===== src/rtl/shared_ram_arbiter.sv =====
// Shares one synchronous 2Kx8 RAM between a 68000 (DTACK handshake) and a Z80
// (WAIT handshake). Simultaneous requests alternate between the two ports.
module shared_ram_arbiter #(
  parameter int unsigned ADDR_W      = 11,
  parameter int unsigned FIRST_GRANT = 0
) (
  input  logic              clk,
  input  logic              reset_n,
  input  logic              m68k_req,
  input  logic              m68k_rw,
  input  logic [ADDR_W:1]   m68k_addr,
  input  logic [7:0]        m68k_din,
  output logic [7:0]        m68k_dout,
  output logic              m68k_dtack_n,
  input  logic              z80_req,
  input  logic              z80_wr_n,
  input  logic [ADDR_W-1:0] z80_addr,
  input  logic [7:0]        z80_din,
  output logic [7:0]        z80_dout,
  output logic              z80_wait_n,
  output logic [ADDR_W-1:0] ram_addr,
  output logic [7:0]        ram_din,
  output logic              ram_we,
  input  logic [7:0]        ram_dout
);

  localparam int unsigned DATA_W = 8;
  localparam logic GRANT_M = 1'b0;
  localparam logic GRANT_Z = 1'b1;
  // last_grant starts opposite to FIRST_GRANT so the first collision goes to FIRST_GRANT
  localparam logic LAST_GRANT_RST = (FIRST_GRANT == 0) ? GRANT_Z : GRANT_M;

  typedef enum logic [2:0] {
    IDLE   = 3'd0,
    ACC_M  = 3'd1,
    LAT_M  = 3'd2,
    HOLD_M = 3'd3,
    ACC_Z  = 3'd4,
    LAT_Z  = 3'd5,
    HOLD_Z = 3'd6
  } state_t;

  state_t              r_state;
  state_t              w_next_state;
  logic                r_last_grant;
  logic                w_last_grant;
  logic                r_acc_wr;
  logic                w_acc_wr;
  logic [ADDR_W-1:0]   r_ram_addr;
  logic [ADDR_W-1:0]   w_ram_addr;
  logic [DATA_W-1:0]   r_ram_din;
  logic [DATA_W-1:0]   w_ram_din;
  logic                r_ram_we;
  logic                w_ram_we;
  logic                r_dtack_n;
  logic                w_dtack_n;
  logic [DATA_W-1:0]   r_m68k_dout;
  logic [DATA_W-1:0]   w_m68k_dout;
  logic [DATA_W-1:0]   r_z80_dout;
  logic [DATA_W-1:0]   w_z80_dout;
  logic                w_grant_m;
  logic                w_grant_z;

  // State and registered outputs
  always_ff @(posedge clk or negedge reset_n) begin
    if (!reset_n) begin
      r_state      <= IDLE;
      r_last_grant <= LAST_GRANT_RST;
      r_acc_wr     <= 1'b0;
      r_ram_addr   <= '0;
      r_ram_din    <= '0;
      r_ram_we     <= 1'b0;
      r_dtack_n    <= 1'b1;
      r_m68k_dout  <= '0;
      r_z80_dout   <= '0;
    end else begin
      r_state      <= w_next_state;
      r_last_grant <= w_last_grant;
      r_acc_wr     <= w_acc_wr;
      r_ram_addr   <= w_ram_addr;
      r_ram_din    <= w_ram_din;
      r_ram_we     <= w_ram_we;
      r_dtack_n    <= w_dtack_n;
      r_m68k_dout  <= w_m68k_dout;
      r_z80_dout   <= w_z80_dout;
    end
  end

  // Next-state and next-output logic; RAM controls are loaded on the grant edge
  always_comb begin
    w_next_state = r_state;
    w_last_grant = r_last_grant;
    w_acc_wr     = r_acc_wr;
    w_ram_addr   = r_ram_addr;
    w_ram_din    = r_ram_din;
    w_ram_we     = 1'b0;
    w_dtack_n    = r_dtack_n;
    w_m68k_dout  = r_m68k_dout;
    w_z80_dout   = r_z80_dout;
    w_grant_m    = 1'b0;
    w_grant_z    = 1'b0;

    case (r_state)
      IDLE: begin
        w_dtack_n = 1'b1;
        if (m68k_req && z80_req) begin
          w_grant_m    = (r_last_grant == GRANT_Z);
          w_grant_z    = (r_last_grant == GRANT_M);
          w_last_grant = ~r_last_grant;
        end else begin
          w_grant_m = m68k_req;
          w_grant_z = z80_req;
        end

        if (w_grant_m) begin
          w_next_state = ACC_M;
          w_ram_addr   = m68k_addr;
          w_ram_din    = m68k_din;
          w_ram_we     = ~m68k_rw;
          w_acc_wr     = ~m68k_rw;
        end else if (w_grant_z) begin
          w_next_state = ACC_Z;
          w_ram_addr   = z80_addr;
          w_ram_din    = z80_din;
          w_ram_we     = ~z80_wr_n;
          w_acc_wr     = ~z80_wr_n;
        end
      end

      ACC_M: w_next_state = LAT_M;

      LAT_M: begin
        if (!r_acc_wr) begin
          w_m68k_dout = ram_dout;
        end
        // an abandoned cycle still completes but never acknowledges
        if (m68k_req) begin
          w_next_state = HOLD_M;
          w_dtack_n    = 1'b0;
        end else begin
          w_next_state = IDLE;
        end
      end

      HOLD_M: begin
        if (!m68k_req) begin
          w_next_state = IDLE;
          w_dtack_n    = 1'b1;
        end
      end

      ACC_Z: w_next_state = LAT_Z;

      LAT_Z: begin
        if (!r_acc_wr) begin
          w_z80_dout = ram_dout;
        end
        w_next_state = z80_req ? HOLD_Z : IDLE;
      end

      HOLD_Z: begin
        if (!z80_req) begin
          w_next_state = IDLE;
        end
      end

      default: begin
        w_next_state = IDLE;
        w_dtack_n    = 1'b1;
      end
    endcase
  end

  assign ram_addr     = r_ram_addr;
  assign ram_din      = r_ram_din;
  assign ram_we       = r_ram_we;
  assign m68k_dout    = r_m68k_dout;
  assign m68k_dtack_n = r_dtack_n;
  assign z80_dout     = r_z80_dout;

  // WAIT is released only in HOLD_Z and is forced inactive while in reset
  assign z80_wait_n = ~(reset_n & z80_req & (r_state != HOLD_Z));

endmodule


===== config.mk =====
export PLATFORM = sky130hd
export DESIGN_NAME = shared_ram_arbiter
export DESIGN_NICKNAME = d
export VERILOG_FILES = /design/src/rtl/shared_ram_arbiter.sv
export SDC_FILE = /design/constraint.sdc
export NUM_CORES = 1
export LEC_CHECK = 0
export BUFFER_PORTS_ARGS = -buffer_cell sky130_fd_sc_hd__buf_2
export CAP_MARGIN = 10
export CORE_UTILIZATION = 45
export CTS_CLUSTER_SIZE = 10
export DETAILED_ROUTE_END_ITERATION = 12
export PLACE_DENSITY = 0.82
export SETUP_SLACK_MARGIN = 0.15
export SYNTH_ARGS = -nofsm -noshare
export SYNTH_HDL_FRONTEND = slang
export SYNTH_SLANG_ARGS = --single-unit

===== constraint.sdc =====
create_clock -name clk -period 2.1 [get_ports clk]
set_input_delay 0.42 -clock clk [delete_from_list [all_inputs] [get_ports clk]]
set_output_delay 0.42 -clock clk [all_outputs]
set_load 0.02 [all_outputs]

==> results of run 1 <==
==> state kept, by name, indices dropped and copies added (netlist names) <==
name and count:
r_state 3, r_acc_wr 1, ram_we 1, m68k_dtack_n 1, ram_din 8, ram_addr 11, z80_dout 8, m68k_dout 8
r_last_grant 1
==> worst max-delay path by stage <==
stage                     from     endpoint  slack (ps)  cells past startpoint
detailed placement     z80_req     r_acc_wr         210                      4
CTS                 r_state[0]   z80_wait_n         290                      3
global route        r_state[1]   ram_din[2]         210                      4
floorplan           r_state[2]  ram_addr[0]         410                      5
finish              r_state[0]   z80_wait_n         310                      3
global placement       z80_req     r_acc_wr         280                      4
==> cells by family (layout without fill, tap and decap cells) <==
family / Yosys count / count (layout) / synth area share, %
flops: 42 / 42 / 57.63
mux: 16 / 16 / 9.856
buf+inv: 14 / 105 / 3.422
simple gates: 34 / 34 / 11.98
compound gates: 31 / 31 / 16.63
xor+xnor: 1 / 1 / 0.4792
==> where the power goes <==
part           internal, W  switching (W)
registers          0.00122       0.000245
clock network     0.000268       0.000242
logic             0.000805       0.000970
==> per-layer routing <==
metal  routed length (um)  GRT usage [%]  vias up
li1                     -              -      703
met1                 1713          25.14      689
met2                 1895          32.53       67
met3                  371          6.771        0
met4                    0          4.620        0
met5                    0              0        -
==> synthesized netlist by cell type <==
master    instances  area (sq um)
or2_2             1         6.260
or3_4             1         11.26
clkbuf_1          7         26.28
nor2b_1           1         6.260
o211ai_1          1         7.510
and4_1            1         8.760
or4b_4            1         13.76
clkbuf_2          2         10.01
nand2_1           1         3.750
o22ai_1           1         6.260
o21a_1            1         7.510
a21oi_1           1         5.000
a21boi_0          1         7.510
o21ai_0           2         10.01
inv_1             4         15.01
or3_1            19         118.9
o221a_2          20         225.2
or2b_1            1         7.510
dfstp_2           2         52.55
o21ai_2           1         8.760
dfrtp_1          40          1001
a211o_1           1         8.760
o221ai_1          1         8.760
nor3_1            1         5.000
nor3_2            1         10.01
a311oi_1          1         8.760
buf_6             1         11.26
nor2_1            4         15.01
nand2b_1          2         12.51
xor2_1            1         8.760
mux2_2           16         180.2
==> area by class of cell <==
class | count | area (sq um)
inverters | 4 | 15.01
well taps | 48 | 60.06
fillers | 308 | 1365
repair buffers | 93 | 475.5
clock buffers | 8 | 90.09
flip-flops and latches | 42 | 1054
multi-input cells | 82 | 711.9
==> per-stage QoR <==
step           std cells  instance area (sq um)
6_report             277                   2406
5_1_grt              277                   2406
4_1_cts              277                   2406
3_5_place_dp         269                   2316
3_3_place_gp         269                   2316
2_1_floorplan        138                   1828
==> qor.yml, run 1 <==
firstDrtPassIters: 4
viasPerCell: 5.267
hold_violations: 0
final_cell_mix: "buf_2 (89), dfrtp_1 (40), o221a_2 (20)"
ant_nets: 0
antenna_found_initial: 0
h-tree-depth: 2
worstSetupStartpointType: "register"
grt_max_degree: 43
io_buffer_count: 89
slew_viol_final: 0
layout-drive-gt1-share_pct: 62.01
globalplace.congestion: 0.8128
diodes: 0
start_util_pct: 48.47
grt_util_all_layers_pct: 19.87
nNetsFinal: 280
ir_worst_vdd_uv: 746.1
ys_ff_latch: 42
max-cap-violations: 0
hold-worst-slack_ps: 217.1
p_leak_nw: 1.114
syn_to_final_growth_pct: 31.62
clock.fmax_mhz: 558.1
remaining_drc_errors: 0
power.density_nw_per_um2: 1560
initialDrtViolationCount: 65
critical_path_peak_fanout: 8
ios: 90
worst_slew_pin_slew_ps: 948.8
period_needed_ps: 1792
grt_pass1_vias: 1391
crit_required_ps: 1680
clock_sinks: 42
cts-buffers-inserted: 5
fin_total_pwr_w: 0.003752
grt_first_pass_wirelength_um: 6527
postLayoutCoreUtil_pct: 63.80
end_kind: "output port"
rr_worst_depth: 3
cp_slowest_cell: "dfrtp_1"
rrSetupSlack_ps: 340
synth.avg_cell_area_sq_um: 13.25
syn-num-nets: 190
ys_seq_area_share_pct: 57.63
cts_buffer_depth: 2
reg2reg_from: "r_state[1]"
dp_hpwl_um: 2949
routedWlPerCell_um: 14.37
max-slew-margin-rel_pct: 36.62
cp_slowest_stage_delay_ps: 460
ctsHoldBuffers: 0
mostFrequentLayoutCell: "buf_2"
syn_area_sq_um: 1828
worst-path-buf-inv: 1
worst_ep_arrival_time_ps: 1370
vias: 1459
rows: 22
die_y_um: 65.74
critPathTopFamily: "flip-flops"
ys_types: 31
cp_cell_sequence: "or2b_1 -> o211ai_1 -> buf_2"
tritoncts: "done"
synth_cells: 138
skew_ps: 5.171
setup-violations-final: 0
timing.setup.tns_ps: 0
die_area_sq_um: 4321
globalRouteOverflowTotal: 0
critPathKind: "reg -> out"
reg2reg_to: "ram_din[6]"
fp.dieW_um: 65.74
period_share_pct: 85.32
cts_resized: 0
post_cts_buffers: 0
outcome: "complete, no violations"
core_sq_um: 3771
rsz0062_at_grt: "no"
cts-root-buf: "clkbuf_8"
min_path_type: "in -> async"
wirelength_um: 3980
setup_ws_ps: 308.2
clock_latency_ps: 280
clkTransAtPathRegs_ps: 70
post-place-ws_ps: 205.9
yosys_warnings: 0
Power figures use the tool's default switching activity.
==> run 2: changes to the inputs <==
Settings changed: CELL_PAD_IN_SITES_DETAIL_PLACEMENT set to 1, CELL_PAD_IN_SITES_GLOBAL_PLACEMENT set to 1, CORE_ASPECT_RATIO set to 1.5, CORE_UTILIZATION 45 to 34, CTS_CLUSTER_DIAMETER set to 40, PLACE_DENSITY 0.82 to 0.81.
==> qor.yml, run 2 (synthesized netlist as in run 1, its figures left out) <==
fp.dieW_um: 61.87  # -5.9%
clock.fmax_mhz: 533.0  # -4.5%
tritoncts: "done"
ctsHoldBuffers: 0  # unchanged
grt_pass1_vias: 1572  # +13%
reg2reg_to: "ram_din[7]"
period_share_pct: 89.34  # +4.0 points
layout-drive-gt1-share_pct: 64.07  # +2.1 points
max-slew-margin-rel_pct: 35.78  # -0.84 points
initialDrtViolationCount: 21  # -68%
clock_sinks: 42  # unchanged
nNetsFinal: 282  # +0.71%
io_buffer_count: 89  # unchanged
grt_util_all_layers_pct: 17.67  # -2.2 points
die_y_um: 91.81  # +40%
clkTransAtPathRegs_ps: 80  # about the same
postLayoutCoreUtil_pct: 48.33  # -15 points
slew_viol_final: 0  # unchanged
h-tree-depth: 2  # unchanged
syn_to_final_growth_pct: 36.55
antenna_found_initial: 0  # unchanged
setup-violations-final: 0  # unchanged
critical_path_peak_fanout: 8  # unchanged
p_leak_nw: 1.144  # +2.7%
cts-root-buf: "clkbuf_8"
firstDrtPassIters: 2  # -2
skew_ps: 5.065  # -0.1059 ps
period_needed_ps: 1876  # +84.23 ps
final_cell_mix: "buf_2 (89), dfrtp_1 (38), o221a_2 (20)"
worstSetupStartpointType: "register"
ios: 90  # unchanged
viasPerCell: 5.164  # -2.0%
crit_required_ps: 1680  # about the same
core_sq_um: 5165  # +37%
crit_end: "z80_wait_n"
routedWlPerCell_um: 15.26  # +6.2%
remaining_drc_errors: 0  # unchanged
diodes: 0  # unchanged
cts_buffer_depth: 2  # unchanged
hold-worst-slack_ps: 204.7  # -12.38 ps
grt_max_degree: 43  # unchanged
power.density_nw_per_um2: 1623  # +4.1%
ir_worst_vdd_uv: 636.7  # -15%
max-cap-violations: 0  # unchanged
hold_violations: 0  # unchanged
reg2reg_from: "r_state[1]"
worst_ep_arrival_time_ps: 1460  # +90 ps
timing.setup.tns_ps: 0  # unchanged
critPathKind: "reg -> out"
end_kind: "output port"
fin_cells: 299  # +7.9%
dp_hpwl_um: 3453  # +17%
rr_worst_depth: 3  # unchanged
die_area_sq_um: 5680  # +31%
start_util_pct: 35.39  # -13 points
clock_latency_ps: 300  # +20 ps
rows: 32  # +45%
min_path_type: "in -> async"
vias: 1544  # +5.8%
startpoint: "r_state[0]"
outcome: "complete, no violations"
largest_reg_flops: 11  # unchanged
globalplace.congestion: 0.8093  # -0.43%
dp_cells: 291  # +8.2%
rsz0062_at_grt: "no"
grt_first_pass_wirelength_um: 7265  # +11%
rrSetupSlack_ps: 340  # about the same
globalRouteOverflowTotal: 0  # unchanged
cts-buffers-inserted: 5  # unchanged
worst_slew_pin_slew_ps: 961.3  # +12.53 ps
wirelength_um: 4562  # +15%
ant_nets: 0  # unchanged
mostFrequentLayoutCell: "buf_2"
## run 2: changes by cell type in the layout (fill, tap and decap cells not counted), sizes merged
| cell | change |
|---|---|
| clkbuf | -3 |
| bufinv | +2 |
| clkinv | +1 |
| buf | +2 |
## run 2: per-layer routing
layer / GRT usage, % / share of wire [%] / vias to the layer above
met3: 4.654 / 5.8 / 9
met5: 0 / 0 / -
met2: 30.29 / 53 / 74
met1: 19.56 / 39 / 754
met4: 7.778 / 2.3 / 0
li1: - / - / 707
## run 2: worst min-delay path by stage
stage                       from           end  slack, ps
floorplan                reset_n  m68k_dout[0]        120
global placement     z80_dout[5]   z80_dout[5]        480
detailed placement  m68k_dout[1]  m68k_dout[1]        490
CTS                      reset_n   z80_dout[7]        210
global route             reset_n   z80_dout[5]        240
finish                   reset_n   ram_addr[6]        200
## run 2: metrics by stage
stage / cell area [sq um] / worst slack [ps] / total power (W)
2_1_floorplan: 1828 / 408.5 / 0.002696
3_3_place_gp: 2356 / 219.7 / 0.003270
3_5_place_dp: 2356 / 191.0 / 0.003333
4_1_cts: 2494 / 162.4 / 0.004108
5_1_grt: 2496 / 153.7 / 0.004346
6_report: 2496 / 224.0 / 0.004051
## run 2: report_power, final
group,switching [W],internal (W)
Sequential,0.000231,0.00123
Combinational,0.00101,0.000824
Clock,0.000284,0.000476
## run 2: timing repair
item,4_1_cts,5_1_grt
buffers inserted,0,0
resized for setup,0,2
setup endpoints to repair,0,1
## run 2: final cells by class
cell class	instances	area [sq um]
Tap cell	68	85.08
Multi-Input combinational cell	82	711.9
Sequential cell	42	1056
Inverter	4	15.01
Fill cell	583	2669
Clock buffer	5	68.82
Clock inverter	3	68.82
Timing Repair Buffer	95	490.5
## run 2: worst max-delay path, stage by stage (launching register included)
cell and delay, ps:
dfrtp_2 450, or2b_1 290, o211ai_1 220, buf_2 200
